===== src/rtl/uart_pkg.sv =====
// Shared types and frame constants for the UART transmit serializer.
// UART_TX_PARITY_EN adds an even-parity bit to every frame.
package uart_pkg;

  typedef enum logic [2:0] {
    IDLE,
    START,
    DATA,
    PARITY,
    STOP
  } tx_state_t;

  localparam int DATA_BITS = 8;

`ifdef UART_TX_PARITY_EN
  localparam int FRAME_BITS = 11;
`else
  localparam int FRAME_BITS = 10;
`endif

  function automatic logic even_par(input logic [DATA_BITS-1:0] b);
    return ^b;
  endfunction

endpackage


===== src/rtl/byte_fifo.sv =====
// Synchronous byte FIFO; push and pop may share an edge, even when full.
// Occupancy is one bit wider than the pointers so full and empty differ.
module byte_fifo
  import uart_pkg::*;
#(
  parameter int DEPTH_LOG2 = 4
) (
  input  logic                 clk,
  input  logic                 rst,
  input  logic                 push,
  input  logic                 pop,
  input  logic [DATA_BITS-1:0] din,
  output logic [DATA_BITS-1:0] dout,
  output logic [DEPTH_LOG2:0]  level,
  output logic                 full,
  output logic                 empty,
  output logic                 accept
);

  localparam int DEPTH = 2 ** DEPTH_LOG2;
  localparam logic [DEPTH_LOG2:0] FULL_LVL =
    {1'b1, {DEPTH_LOG2{1'b0}}};

  logic [DATA_BITS-1:0]  mem [DEPTH];
  logic [DEPTH_LOG2-1:0] wptr;
  logic [DEPTH_LOG2-1:0] rptr;
  logic                  do_pop;

  assign full   = (level == FULL_LVL);
  assign empty  = (level == '0);
  assign do_pop = pop & ~empty;
  assign accept = push & (~full | do_pop);
  assign dout   = mem[rptr];

  // pointer and occupancy bookkeeping
  always_ff @(posedge clk or posedge rst) begin
    if (rst) begin
      wptr  <= '0;
      rptr  <= '0;
      level <= '0;
    end else begin
      if (accept) wptr <= wptr + 1'b1;
      if (do_pop) rptr <= rptr + 1'b1;
      unique case ({accept, do_pop})
        2'b10:   level <= level + 1'b1;
        2'b01:   level <= level - 1'b1;
        default: ;
      endcase
    end
  end

  // storage needs no reset; only occupied slots are ever read
  always_ff @(posedge clk) begin
    if (accept) mem[wptr] <= din;
  end

endmodule


===== src/rtl/uart_tx_serializer.sv =====
// Byte FIFO feeding an LSB-first async serial transmitter (8N1).
// Define UART_TX_PARITY_EN for an even-parity bit after the data.
module uart_tx_serializer
  import uart_pkg::*;
#(
  parameter int CLK_DIV         = 16,
  parameter int FIFO_DEPTH_LOG2 = 4,
  parameter int LOG             = 0
) (
  input  logic                       clk,
  input  logic                       mr,
  input  logic [7:0]                 d,
  input  logic                       _wr,
  output logic                       _txe,
  output logic                       busy,
  output logic                       overflow,
  output logic [FIFO_DEPTH_LOG2:0]   level,
  output logic                       txd
);

  localparam logic [15:0] BAUD_LOAD = 16'(CLK_DIV - 1);

  if (CLK_DIV < 2 || CLK_DIV > 65535) begin : g_bad_div
    $error("CLK_DIV must lie in 2..65535");
  end
  if (LOG != 0 && LOG != 1) begin : g_bad_log
    $error("LOG must be 0 or 1");
  end

  tx_state_t            state;
  tx_state_t            state_n;
  logic [15:0]          cnt;
  logic [15:0]          cnt_n;
  logic [DATA_BITS-1:0] shreg;
  logic [DATA_BITS-1:0] shreg_n;
  logic [2:0]           bit_idx;
  logic [2:0]           bit_idx_n;
  logic                 txd_n;
  logic                 wr_prev;
  logic                 push;
  logic                 pop;
  logic                 full;
  logic                 empty;
  logic                 accept;
  logic [DATA_BITS-1:0] head;

  // a held-low strobe only counts once: trigger on its falling edge
  assign push = wr_prev & ~_wr;

  byte_fifo #(
    .DEPTH_LOG2(FIFO_DEPTH_LOG2)
  ) u_fifo (
    .clk    (clk),
    .rst    (mr),
    .push   (push),
    .pop    (pop),
    .din    (d),
    .dout   (head),
    .level  (level),
    .full   (full),
    .empty  (empty),
    .accept (accept)
  );

  assign _txe = full;
  assign busy = (state != IDLE) | ~empty;

  // strobe history and sticky drop flag
  always_ff @(posedge clk or posedge mr) begin
    if (mr) begin
      wr_prev  <= 1'b1;
      overflow <= 1'b0;
    end else begin
      wr_prev <= _wr;
      if (push & ~accept) overflow <= 1'b1;
    end
  end

  // transmitter state register; txd is driven straight from a flop
  always_ff @(posedge clk or posedge mr) begin
    if (mr) begin
      state   <= IDLE;
      cnt     <= '0;
      shreg   <= '0;
      bit_idx <= '0;
      txd     <= 1'b1;
    end else begin
      state   <= state_n;
      cnt     <= cnt_n;
      shreg   <= shreg_n;
      bit_idx <= bit_idx_n;
      txd     <= txd_n;
    end
  end

  // next-state: each state holds one bit time, then advances
  always_comb begin
    state_n   = state;
    cnt_n     = cnt;
    shreg_n   = shreg;
    bit_idx_n = bit_idx;
    txd_n     = txd;
    pop       = 1'b0;
    if (state != IDLE && cnt != '0) begin
      cnt_n = cnt - 1'b1;
    end else begin
      unique case (state)
        IDLE: begin
          if (!empty) begin
            pop     = 1'b1;
            shreg_n = head;
            txd_n   = 1'b0;
            cnt_n   = BAUD_LOAD;
            state_n = START;
          end
        end
        START: begin
          state_n   = DATA;
          bit_idx_n = '0;
          txd_n     = shreg[0];
          cnt_n     = BAUD_LOAD;
        end
        DATA: begin
          cnt_n = BAUD_LOAD;
          if (bit_idx == 3'd7) begin
`ifdef UART_TX_PARITY_EN
            state_n = PARITY;
            txd_n   = even_par(shreg);
`else
            state_n = STOP;
            txd_n   = 1'b1;
`endif
          end else begin
            bit_idx_n = bit_idx + 1'b1;
            txd_n     = shreg[bit_idx_n];
          end
        end
        PARITY: begin
          state_n = STOP;
          txd_n   = 1'b1;
          cnt_n   = BAUD_LOAD;
        end
        STOP: begin
          // chain straight into the next frame when data waits
          if (!empty) begin
            pop     = 1'b1;
            shreg_n = head;
            txd_n   = 1'b0;
            cnt_n   = BAUD_LOAD;
            state_n = START;
          end else begin
            txd_n   = 1'b1;
            state_n = IDLE;
          end
        end
        default: begin
          state_n = IDLE;
          txd_n   = 1'b1;
        end
      endcase
    end
  end

endmodule


===== config.mk =====
export PLATFORM = sky130hd
export DESIGN_NAME = uart_tx_serializer
export DESIGN_NICKNAME = d
export VERILOG_FILES = /design/src/rtl/uart_pkg.sv /design/src/rtl/byte_fifo.sv /design/src/rtl/uart_tx_serializer.sv
export SDC_FILE = /design/constraint.sdc
export NUM_CORES = 1
export LEC_CHECK = 0
export BUFFER_PORTS_ARGS = -buffer_cell sky130_fd_sc_hd__buf_2
export CELL_PAD_IN_SITES_DETAIL_PLACEMENT = 1
export CELL_PAD_IN_SITES_GLOBAL_PLACEMENT = 1
export CORE_UTILIZATION = 35
export DETAILED_ROUTE_END_ITERATION = 6
export GPL_ROUTABILITY_DRIVEN = 0
export PLACE_DENSITY = 0.66
export SLEW_MARGIN = 10
export SYNTH_ARGS = -nofsm -noshare
export SYNTH_HDL_FRONTEND = slang
export SYNTH_HIERARCHICAL = 1
export SYNTH_SLANG_ARGS = --single-unit

===== constraint.sdc =====
create_clock -name clk -period 9.75 [get_ports clk]
set_clock_uncertainty 0.1 [all_clocks]
set_input_delay 1.95 -clock clk [delete_from_list [all_inputs] [get_ports clk]]
set_output_delay 1.95 -clock clk [all_outputs]
set_load 0.03 [all_outputs]

==> impl_metrics.json, run 1 <==
{
  "status": "complete, no violations",
  "synth_area_leaders": "edfxtp_1, dfrtp_1, mux4_2",
  "drive_gt1_share_pct": 22.47,
  "rr_startpoint": "cnt[0]",
  "cp_slowest_stage_delay_ps": 960,
  "ir_worst_vdd_mv": 0.1084,
  "routed-wl-met3_um": 472,
  "cts_setup_buffers": 0,
  "cts_buffers": 17,
  "grt_use_total_pct": 15.60,
  "cts_sinks": 174,
  "synth_ff_type": "edfxtp_1",
  "drtIter0Drc": 211,
  "layout.nets": 513,
  "io_buffers": 19,
  "drc": 0,
  "final_cell_mix": "edfxtp_1, dfrtp_1, mux4_2, nand2_1, buf_2",
  "clkLatencyLatePin_ps": 430,
  "instances_no_fill": 778,
  "crit_path_start_kind": "flip-flop",
  "coreArea_um2": 21020,
  "synth_edf_count": 128,
  "drv_cap": 0,
  "fp.dieW_um": 148.4,
  "min_period_over_period_pct": 47.10,
  "cts_buffer_depth": 2,
  "root_buffer": "clkbuf_16",
  "yosysTopAreaCell": "edfxtp_1",
  "finalSetupTns_ps": 0,
  "worst_setup_path_end_kind": "flip-flop",
  "antenna_cells": 0,
  "antenna_found_initial": 0,
  "grt_max_degree": 36,
  "max_freq_mhz": 217.8,
  "die-area_um2": 22020,
  "r2r_setup_slack_ps": 5160,
  "avgSynthCellArea_um2": 15.96,
  "synth_area_um2": 7502,
  "ys_ff_latch": 174,
  "crit_chain": "inv_1 > ha_1 > or3b_1 > nor2_2 > nand3_2 > a2111oi_4 > nand2b_1 > nand2b_1 > fa_1 > nand2b_1 > a211o_1 > o211ai_1 > o211ai_1",
  "grt_setup_unrepaired": "no",
  "yosysTopAreaCellShare_pct": 51.23,
  "cp-endpoint": "u_fifo/level[4]",
  "via_count": 4073,
  "grt_pass1_vias": 4444,
  "worstMarginPinSlew_ps": 1028,
  "wirelength_mm": 15.71,
  "slowest_stage": "a2111oi_4",
  "synth_seq_area_share_pct": 66.61,
  "ant_nets": 0,
  "setup_violations": 0,
  "cpMostUsedCell": "nand2b_1",
  "power.density_nw_per_um2": 207.2,
  "io_pins": 20,
  "clk_pin_slew_worst_paths_ps": 80,
  "criticalPathCategory": "reg -> reg",
  "holdPathStages": 1,
  "place_hpwl_mm": 10.48,
  "row_count": 53,
  "ys_async_sr_fraction_pct": 26.44,
  "finalCriticalPeriod_ps": 4592,
  "dp_cells": 746,
  "ctsResizeCount": 0,
  "maxSlewHeadroom_pct": 31.22,
  "start_util_pct": 35.69,
  "place_area_um2": 7869,
  "grt_pass1_wl_mm": 25.41,
  "postSynthCellCount": 470,
  "reg2reg_depth": 13,
  "synthToLayoutAreaGrowth_pct": 12.61,
  "holdBufCountCts": 0,
  "finalPower_uw": 1751,
  "hold_violations": 0,
  "wl_met1_mm": 6.972,
  "r2r_end": "u_fifo/level[4]",
  "firstDrtPassIters": 4,
  "synth_cell_type_count": 60,
  "wl_per_cell_um": 20.19,
  "synth_nets": 493,
  "worst_ep_required_time_ps": 9950,
  "cts_tree": "yes",
  "worstPathMaxFanout": 17,
  "worstPathArrival_ps": 4790,
  "wl_met2_mm": 8.106,
  "route.top_layer_used": "met4",
  "dieHeight_um": 148.4,
  "drv_slew": 0,
  "fin_area_um2": 8448,
  "ys.warnings.count": 6,
  "power_leakage_uw": 0.003059,
  "timing.hold.worst.class": "reg -> reg",
  "h-tree-depth": 4,
  "final_common_cell": "edfxtp_1",
  "grt_overflow": 0,
  "finish.utilization_pct": 40.19,
  "routed_via_density": 5.235,
  "crit_start": "cnt[0]"
}
==> power by group <==
| part | switching (uW) | leakage, uW | internal (uW) |
|---|---|---|---|
| Sequential | 37.3 | 0.00171 | 842 |
| Clock | 313 | 0.000286 | 362 |
| Combinational | 125 | 0.00106 | 71.6 |
| Total | 475 | 0.00306 | 1280 |
==> synth_stat cells (all sizes together), types with 4 or more instances <==
master  number
and3         6
xor2         4
a22oi       17
nor3         7
nand3       10
o21ai       17
and2        14
edfxtp     128
nor4         6
a22o         4
nor2b        5
clkbuf      13
buf          7
mux2        12
ha          11
mux2i        4
or4          7
dfrtp       44
nor2        19
a21oi       11
mux4        34
inv         18
or3          4
nand2       21
a21o         5
xnor2        7
nand2b       7
==> sequential cells by signal, indices dropped and copies added, names as in the netlist <==
signal	flops
u_fifo/rptr	4
state	3
overflow	1
bit_idx	3
u_fifo/level	5
u_fifo/wptr	4
wr_prev	1
u_fifo/mem	128
shreg	8
cnt	16
txd	1
==> cells by family after synthesis <==
group	synth area share (%)
adders and majority gates	2.101
xor gates and xnor gates	1.284
buffers and inverters	2.101
DFF	66.61
muxes	12.54
AOI/OAI and AO/OA	6.671
and+or+nand+nor	8.689
==> metal layers <==
metal / up-vias / track usage (%)
met5: - / 0
met4: 0 / 4.485
met3: 14 / 3.313
met2: 50 / 26.53
met1: 2136 / 20.07
li1: 1873 / -
==> worst max-delay path: cells and delay by family (launching register included) <==
kind,cells,cell delay (ps)
flip-flops,1,400
buffers and inverters,1,110
AO/OA/AOI/OAI,4,1490
AND/OR/NAND/NOR,6,1750
adder cells (fa/ha/maj),2,610
==> metrics by stage <==
stage	setup slack, ps	hold slack (ps)
after floorplan	5809	373.4
after global placement	5399	353.5
after detailed placement	5190	345.5
after CTS	5157	365.7
after global routing	4750	368.9
final	5158	364.5
==> worst min path at each step <==
| stage | from | endpoint |
|---|---|---|
| after floorplan | u_fifo/wptr[2] | u_fifo/wptr[2] |
| after global placement | overflow | overflow |
| after detailed placement | overflow | overflow |
| after CTS | overflow | overflow |
| after global routing | overflow | overflow |
| final | overflow | overflow |
==> layout make-up <==
class                           count  area [um^2]
Clock buffer                       17        425.4
Clock inverter                     15        153.9
Fill cell                        2084        12570
Inverter                           18        67.56
Multi-Input combinational cell    258         2347
Sequential cell                   174         5000
Tap cell                          275        344.1
Timing Repair Buffer               21        110.1
No activity file was read; power rests on OpenSTA's default activity.
==> inputs of run 2 (changes only) <==
ABC_AREA = 1   (was default)
PLACE_DENSITY = 0.69   (was 0.66)
clock period = 4.5 ns   (was 9.75 ns; I/O delays follow)
==> run 2 against run 1 <==
Net effect: first-iteration DRC count increased by 41%; clock power increased by 120%; power increased by 110%; maximum frequency increased by 44%; via count increased by 32%; clock-buffer cell count increased by 1; hold slack got worse by 42 ps; worst setup slack got worse by 3900 ps.
==> impl_metrics.json, run 2 <==
{
  "status": "complete, no violations",
  "cts_buffers": 17,
  "finalSetupTns_ps": 0,
  "hold_violations": 0,
  "row_count": 54,
  "largest_reg_flops": 128,
  "synthToLayoutAreaGrowth_pct": 11.38,
  "place_area_um2": 8325,
  "wl_per_cell_um": 17.90,
  "swShare_pct": 27.42,
  "yosysMostFrequentCell": "nand2_1",
  "ys_async_sr_fraction_pct": 26.44,
  "grt_use_total_pct": 17.28,
  "worst_ep_required_time_ps": 4460,
  "worstPathArrival_ps": 3150,
  "layout.nets": 793,
  "drc": 0,
  "drv_slew": 0,
  "route.top_layer_used": "met4",
  "synth_cell_type_count": 39,
  "wl_met1_mm": 8.888,
  "min_period_over_period_pct": 70.96,
  "die-area_um2": 23450,
  "synth_seq_area_share_pct": 62.50,
  "cts_tree": "yes",
  "synth_nets": 779,
  "synth_ff_type": "edfxtp_1",
  "timing.hold.worst.class": "in -> async",
  "antenna_found_initial": 0,
  "finish.utilization_pct": 40.30,
  "top_register": "u_fifo/mem",
  "cpMostUsedCell": "nand2_2",
  "worst_path_dominant_cell_family": "simple AND/OR/NAND/NOR gates",
  "crit_buf_inv": 3,
  "r2r_setup_slack_ps": 1310,
  "grt_overflow": 0,
  "drv_cap": 0,
  "final_cell_mix": "nand2_1, edfxtp_1, inv_1, nand3_1, o21ai_0",
  "criticalPathCategory": "reg -> reg",
  "synth_common_cells": "nand2_1, edfxtp_1, inv_1, nand3_1, o21ai_0",
  "fp.dieW_um": 153.1,
  "worst_setup_path_end_kind": "flip-flop",
  "cts_buffer_depth": 2,
  "power.density_nw_per_um2": 421.0,
  "yosysTopAreaCell": "edfxtp_1",
  "synth_area_leaders": "edfxtp_1, dfrtp_1, nand2_1",
  "setup_violations": 0,
  "h-tree-depth": 4,
  "via_count": 5358,
  "worstPathMaxFanout": 14,
  "ys_ff_latch": 174,
  "crit_chain": "inv_1 > ha_1 > nand2_2 > nor2_4 > nand2_2 > nand2_4 > nand3_4 > clkinv_2 > o21ai_4 > inv_4 > nand2_1 > nor2_1",
  "place_hpwl_mm": 12.57,
  "p_int_uw": 2721,
  "cp_slowest_stage_delay_ps": 640,
  "start_util_pct": 36.19,
  "routed-wl-met3_um": 475,
  "finalCriticalPeriod_ps": 3193,
  "r2r_end": "u_fifo/mem[0][5]",
  "reg2reg_depth": 12,
  "grt_max_degree": 81,
  "wl_met2_mm": 9.291,
  "maxSlewHeadroom_pct": 45.77,
  "reg.largest.list": "u_fifo/mem x128, cnt x16, shreg x8",
  "coreArea_um2": 22090,
  "ant_nets": 0,
  "clkPwrFrac_pct": 39.0,
  "clk_pin_slew_worst_paths_ps": 70,
  "ir_worst_vdd_mv": 0.2325,
  "wirelength_mm": 19.01,
  "final_common_cell": "nand2_1",
  "grt_setup_unrepaired": "no",
  "ctsResizeCount": 0,
  "crit_path_start_kind": "flip-flop",
  "worstMarginPinSlew_ps": 810.5,
  "clkLatencyLatePin_ps": 430,
  "io_pins": 20,
  "pwr-share-comb_pct": 10.5,
  "pwr-share-seq_pct": 50.5,
  "dieHeight_um": 153.1,
  "slowest_stage": "nor2_1",
  "grt_pass1_wl_mm": 30.68,
  "cts_setup_buffers": 0,
  "firstDrtPassIters": 4,
  "drtIter0Drc": 297,
  "drive_gt1_share_pct": 12.28,
  "rr_startpoint": "cnt[0]",
  "cts_sinks": 174,
  "p_sw_uw": 1028,
  "avgSynthCellArea_um2": 10.58,
  "ys.warnings.count": 6,
  "holdBufCountCts": 0,
  "max_freq_mhz": 313.2,
  "antenna_cells": 0,
  "yosysTopAreaCellShare_pct": 48.08,
  "synth_area_um2": 7995,
  "postSynthCellCount": 756,
  "finalPower_uw": 3749,
  "routed_via_density": 5.045,
  "synth_edf_count": 128,
  "root_buffer": "clkbuf_16",
  "power_leakage_uw": 0.003635,
  "grt_pass1_vias": 5559,
  "fin_area_um2": 8905,
  "io_buffers": 19
}
[run 2: changes by cell type in the layout (fill, tap and decap cells not counted), sizes merged, moves of 9 or more]
cell / change
nor2: +35
and2: -14
o21ai: +38
a21oi: +27
mux4: -34
inv: +88
nand3: +66
nand2: +127
mux2: -12
xor2: +9
o211ai: +32
a22oi: -17
[run 2: cell families after synthesis]
| group | share of synthesized area [%] |
|---|---|
| and+or+nand+nor | 16.48 |
| xor gates and xnor gates | 1.737 |
| DFF | 62.50 |
| adders and majority gates | 1.972 |
| AOI/OAI and AO/OA | 10.28 |
| buffers and inverters | 7.027 |
[run 2: how the worst max path moves through the flow]
stage	startpoint	to	slack, ps	cells past startpoint
floorplan	cnt[0]	u_fifo/level[4]	1780	19
global placement	cnt[0]	u_fifo/mem[2][0]	1380	12
detailed placement	cnt[0]	u_fifo/mem[5][7]	1310	12
CTS	cnt[0]	u_fifo/mem[5][6]	1290	12
global route	cnt[0]	u_fifo/level[4]	1050	19
finish	cnt[0]	u_fifo/mem[0][5]	1310	12
[run 2: layout make-up]
class | instances | area (um^2)
fill | 2426 | 13190
clock buffer | 18 | 429.2
tap | 280 | 350.3
sequential | 174 | 5002
inverter | 110 | 419.2
multi-input combinational | 445 | 2436
timing repair buffer | 22 | 117.6
clock inverter | 13 | 150.1
[run 2: per-stage QoR]
step / hold WS, ps / cells / worst slack (ps)
finish: 322.3 / 1062 / 1307
detailed placement: 366.9 / 1031 / 1310
floorplan: 349.2 / 756 / 1780
CTS: 319.3 / 1062 / 1286
global placement: 351.3 / 1031 / 1383
global route: 349.5 / 1062 / 1054
[run 2: metal layers]
metal,global-route usage [%],up-vias
li1,-,2577
met1,22.66,2692
met2,28.72,65
met3,3.261,24
met4,5.772,0
met5,0,-
[run 2: worst reg2reg max path, cell delays in order (launching register included)]
cell,delay [ps]
dfrtp_1,410
inv_1,100
ha_1,240
nand2_2,140
nor2_4,150
nand2_2,70
nand2_4,200
nand3_4,170
clkinv_2,190
o21ai_4,110
inv_4,130
nand2_1,160
nor2_1,640
[run 2: power by group through the flow]
stage | sequential [uW] | clock [uW] | combinational [uW]
after floorplan | 1960 | 0 | 227
after global placement | 1930 | 0 | 390
after detailed placement | 1930 | 0 | 395
after CTS | 1900 | 1490 | 398
after global routing | 1910 | 1550 | 444
final | 1890 | 1460 | 392
==> inputs of run 3 (changes only) <==
PLACE_DENSITY = 0.71   (was 0.69)
clock period = 2.57 ns   (was 4.5 ns; I/O delays follow)
==> run 3 against run 2 <==
Net effect: sequential power rose by 75%; combinational power rose by 110%; clock-buffer cell count fell by 1; highest routed layer unchanged.
==> impl_metrics.json, run 3 (synthesis gave the netlist of run 2 again) <==
{
  "status": "complete, no violations",
  "wl_per_cell_um": 16.45,
  "cp_slowest_stage_delay_ps": 390,
  "fp.dieW_um": 153.1,
  "grt_use_total_pct": 16.60,
  "crit_buf_inv": 4,
  "clkPwrFrac_pct": 38.5,
  "worst_path_dominant_cell_family": "simple AND/OR/NAND/NOR gates",
  "top_register": "u_fifo/mem",
  "antenna_cells": 0,
  "dp_slack_ps": -74.40,
  "min_period_over_period_pct": 95.30,
  "r2r_setup_slack_ps": 120,
  "worstPathArrival_ps": 2690,
  "worstPathMaxFanout": 4,
  "r2r_end": "u_fifo/level[4]",
  "dieHeight_um": 153.1,
  "crit_chain": "inv_2 > ha_4 > nand2_4 > nor2_4 > nand2_2 > nand2_4 > nand3_4 > clkinv_4 > nand2_8 > inv_6 > nand2_4 > fa_2 > nand3b_1 > nand3_1 > nand2_1 > nand2_1 > nand2_1 > nand2_1 > inv_1",
  "via_count": 5413,
  "grt_pass1_vias": 5703,
  "firstDrtPassIters": 4,
  "wirelength_mm": 18.25,
  "clkLatencyLatePin_ps": 440,
  "dp_cells": 1069,
  "timing.hold.worst.class": "in -> async",
  "coreArea_um2": 22090,
  "drv_cap": 0,
  "ir_worst_vdd_mv": 0.4812,
  "max_freq_mhz": 408.3,
  "criticalPathCategory": "reg -> reg",
  "finalCriticalPeriod_ps": 2449,
  "drtIter0Drc": 190,
  "grt_setup_unrepaired": "yes",
  "cts_sinks": 174,
  "busiest_layer": "met2",
  "power_leakage_uw": 0.003900,
  "hold_ws_ps": 15.79,
  "reg2reg_depth": 19,
  "pwr-share-seq_pct": 49.3,
  "cpMostUsedCell": "nand2_1",
  "drc": 0,
  "rr_startpoint": "cnt[0]",
  "worst_setup_path_end_kind": "flip-flop",
  "drive_gt1_share_pct": 19.42,
  "grt.met1_usage_pct": 20.27,
  "routed_via_density": 4.881,
  "io_pins": 20,
  "slowest_stage": "dfrtp_1",
  "place_hpwl_mm": 12.34,
  "power.density_nw_per_um2": 713.2,
  "clk_pin_slew_worst_paths_ps": 80,
  "io_buffers": 19,
  "setup_ws_ps": 120.7,
  "fin_area_um2": 9394,
  "grt_overflow": 0,
  "antenna_found_initial": 0,
  "place_area_um2": 8657,
  "largest_reg_flops": 128,
  "swShare_pct": 28.36,
  "worst_ep_required_time_ps": 2810,
  "cts_buffer_depth": 2,
  "cts_buffers": 17,
  "grt_max_degree": 63,
  "instances_no_fill": 1109,
  "h-tree-depth": 4,
  "pwr-share-comb_pct": 12.2,
  "ant_nets": 0,
  "grt_pass1_wl_mm": 29.95,
  "die-area_um2": 23450,
  "root_buffer": "clkbuf_16",
  "cts_tree": "yes",
  "setup_violations": 0,
  "start_util_pct": 36.19,
  "hold_violations": 0,
  "reg.largest.list": "u_fifo/mem x128, cnt x16, shreg x8",
  "final_cell_mix": "nand2_1, edfxtp_1, inv_1, nand3_1",
  "drv_slew": 0,
  "grt_use_met3_pct": 2.892,
  "fill_cells": 2423,
  "final_common_cell": "nand2_1",
  "grt_use_met2_pct": 28.88,
  "p_sw_uw": 1900,
  "crit_path_start_kind": "flip-flop",
  "row_count": 54,
  "synthToLayoutAreaGrowth_pct": 17.50,
  "maxSlewHeadroom_pct": 55.56,
  "worstMarginPinSlew_ps": 662.4,
  "layout.nets": 839,
  "p_int_uw": 4800
}
## run 3: per-layer routing
layer | vias up | routed length [um]
li1 | 2674 | -
met1 | 2661 | 8167
met2 | 53 | 9368
met3 | 25 | 361
met4 | 0 | 348
met5 | - | 0
## run 3: through the flow
stage / util (%) / TNS (ps) / power (uW)
6_report: 42.52 / 0 / 6700
5_1_grt: 42.52 / -64.10 / 6957
3_3_place_gp: 39.18 / 0 / 4086
3_5_place_dp: 39.18 / -81.27 / 4123
2_1_floorplan: - / 0 / 3824
4_1_cts: 41.98 / -3.572 / 6721
## run 3: timing repair
action / in CTS / in global routing
endpoints found under the setup margin: 2 / 74
hold buffers: 0 / 0
buffers inserted: 0 / 8
gates resized for setup: 4 / 14
pin swaps: 0 / 9
## run 3: layout make-up
type	count	area, um^2	area share, %
clock inverter	15	181.4	1.931
timing repair buffer	68	488.0	5.194
clock buffer	17	425.4	4.529
inverter	110	425.4	4.529
multi-input combinational	445	2519	26.81
sequential	174	5005	53.28
tap	280	350.3	3.729
## run 3: worst max path at each step
| stage | start | end | slack [ps] | depth (start not counted) |
|---|---|---|---|---|
| 3_3_place_gp | cnt[8] | u_fifo/level[4] | 60 | 18 |
| 4_1_cts | cnt[1] | u_fifo/level[3] | -4 | 18 |
| 5_1_grt | cnt[0] | u_fifo/level[4] | -60 | 19 |
| 3_5_place_dp | cnt[8] | u_fifo/level[4] | -70 | 18 |
| 2_1_floorplan | u_fifo/level[0] | u_fifo/level[4] | 20 | 17 |
| 6_report | cnt[0] | u_fifo/level[4] | 120 | 19 |
## run 3: power groups by stage
stage / clock (uW) / sequential [uW] / combinational, uW
6_report: 2580 / 3300 / 817
3_5_place_dp: 0 / 3350 / 771
2_1_floorplan: 0 / 3430 / 398
3_3_place_gp: 0 / 3350 / 739
4_1_cts: 2640 / 3290 / 784
5_1_grt: 2730 / 3320 / 903
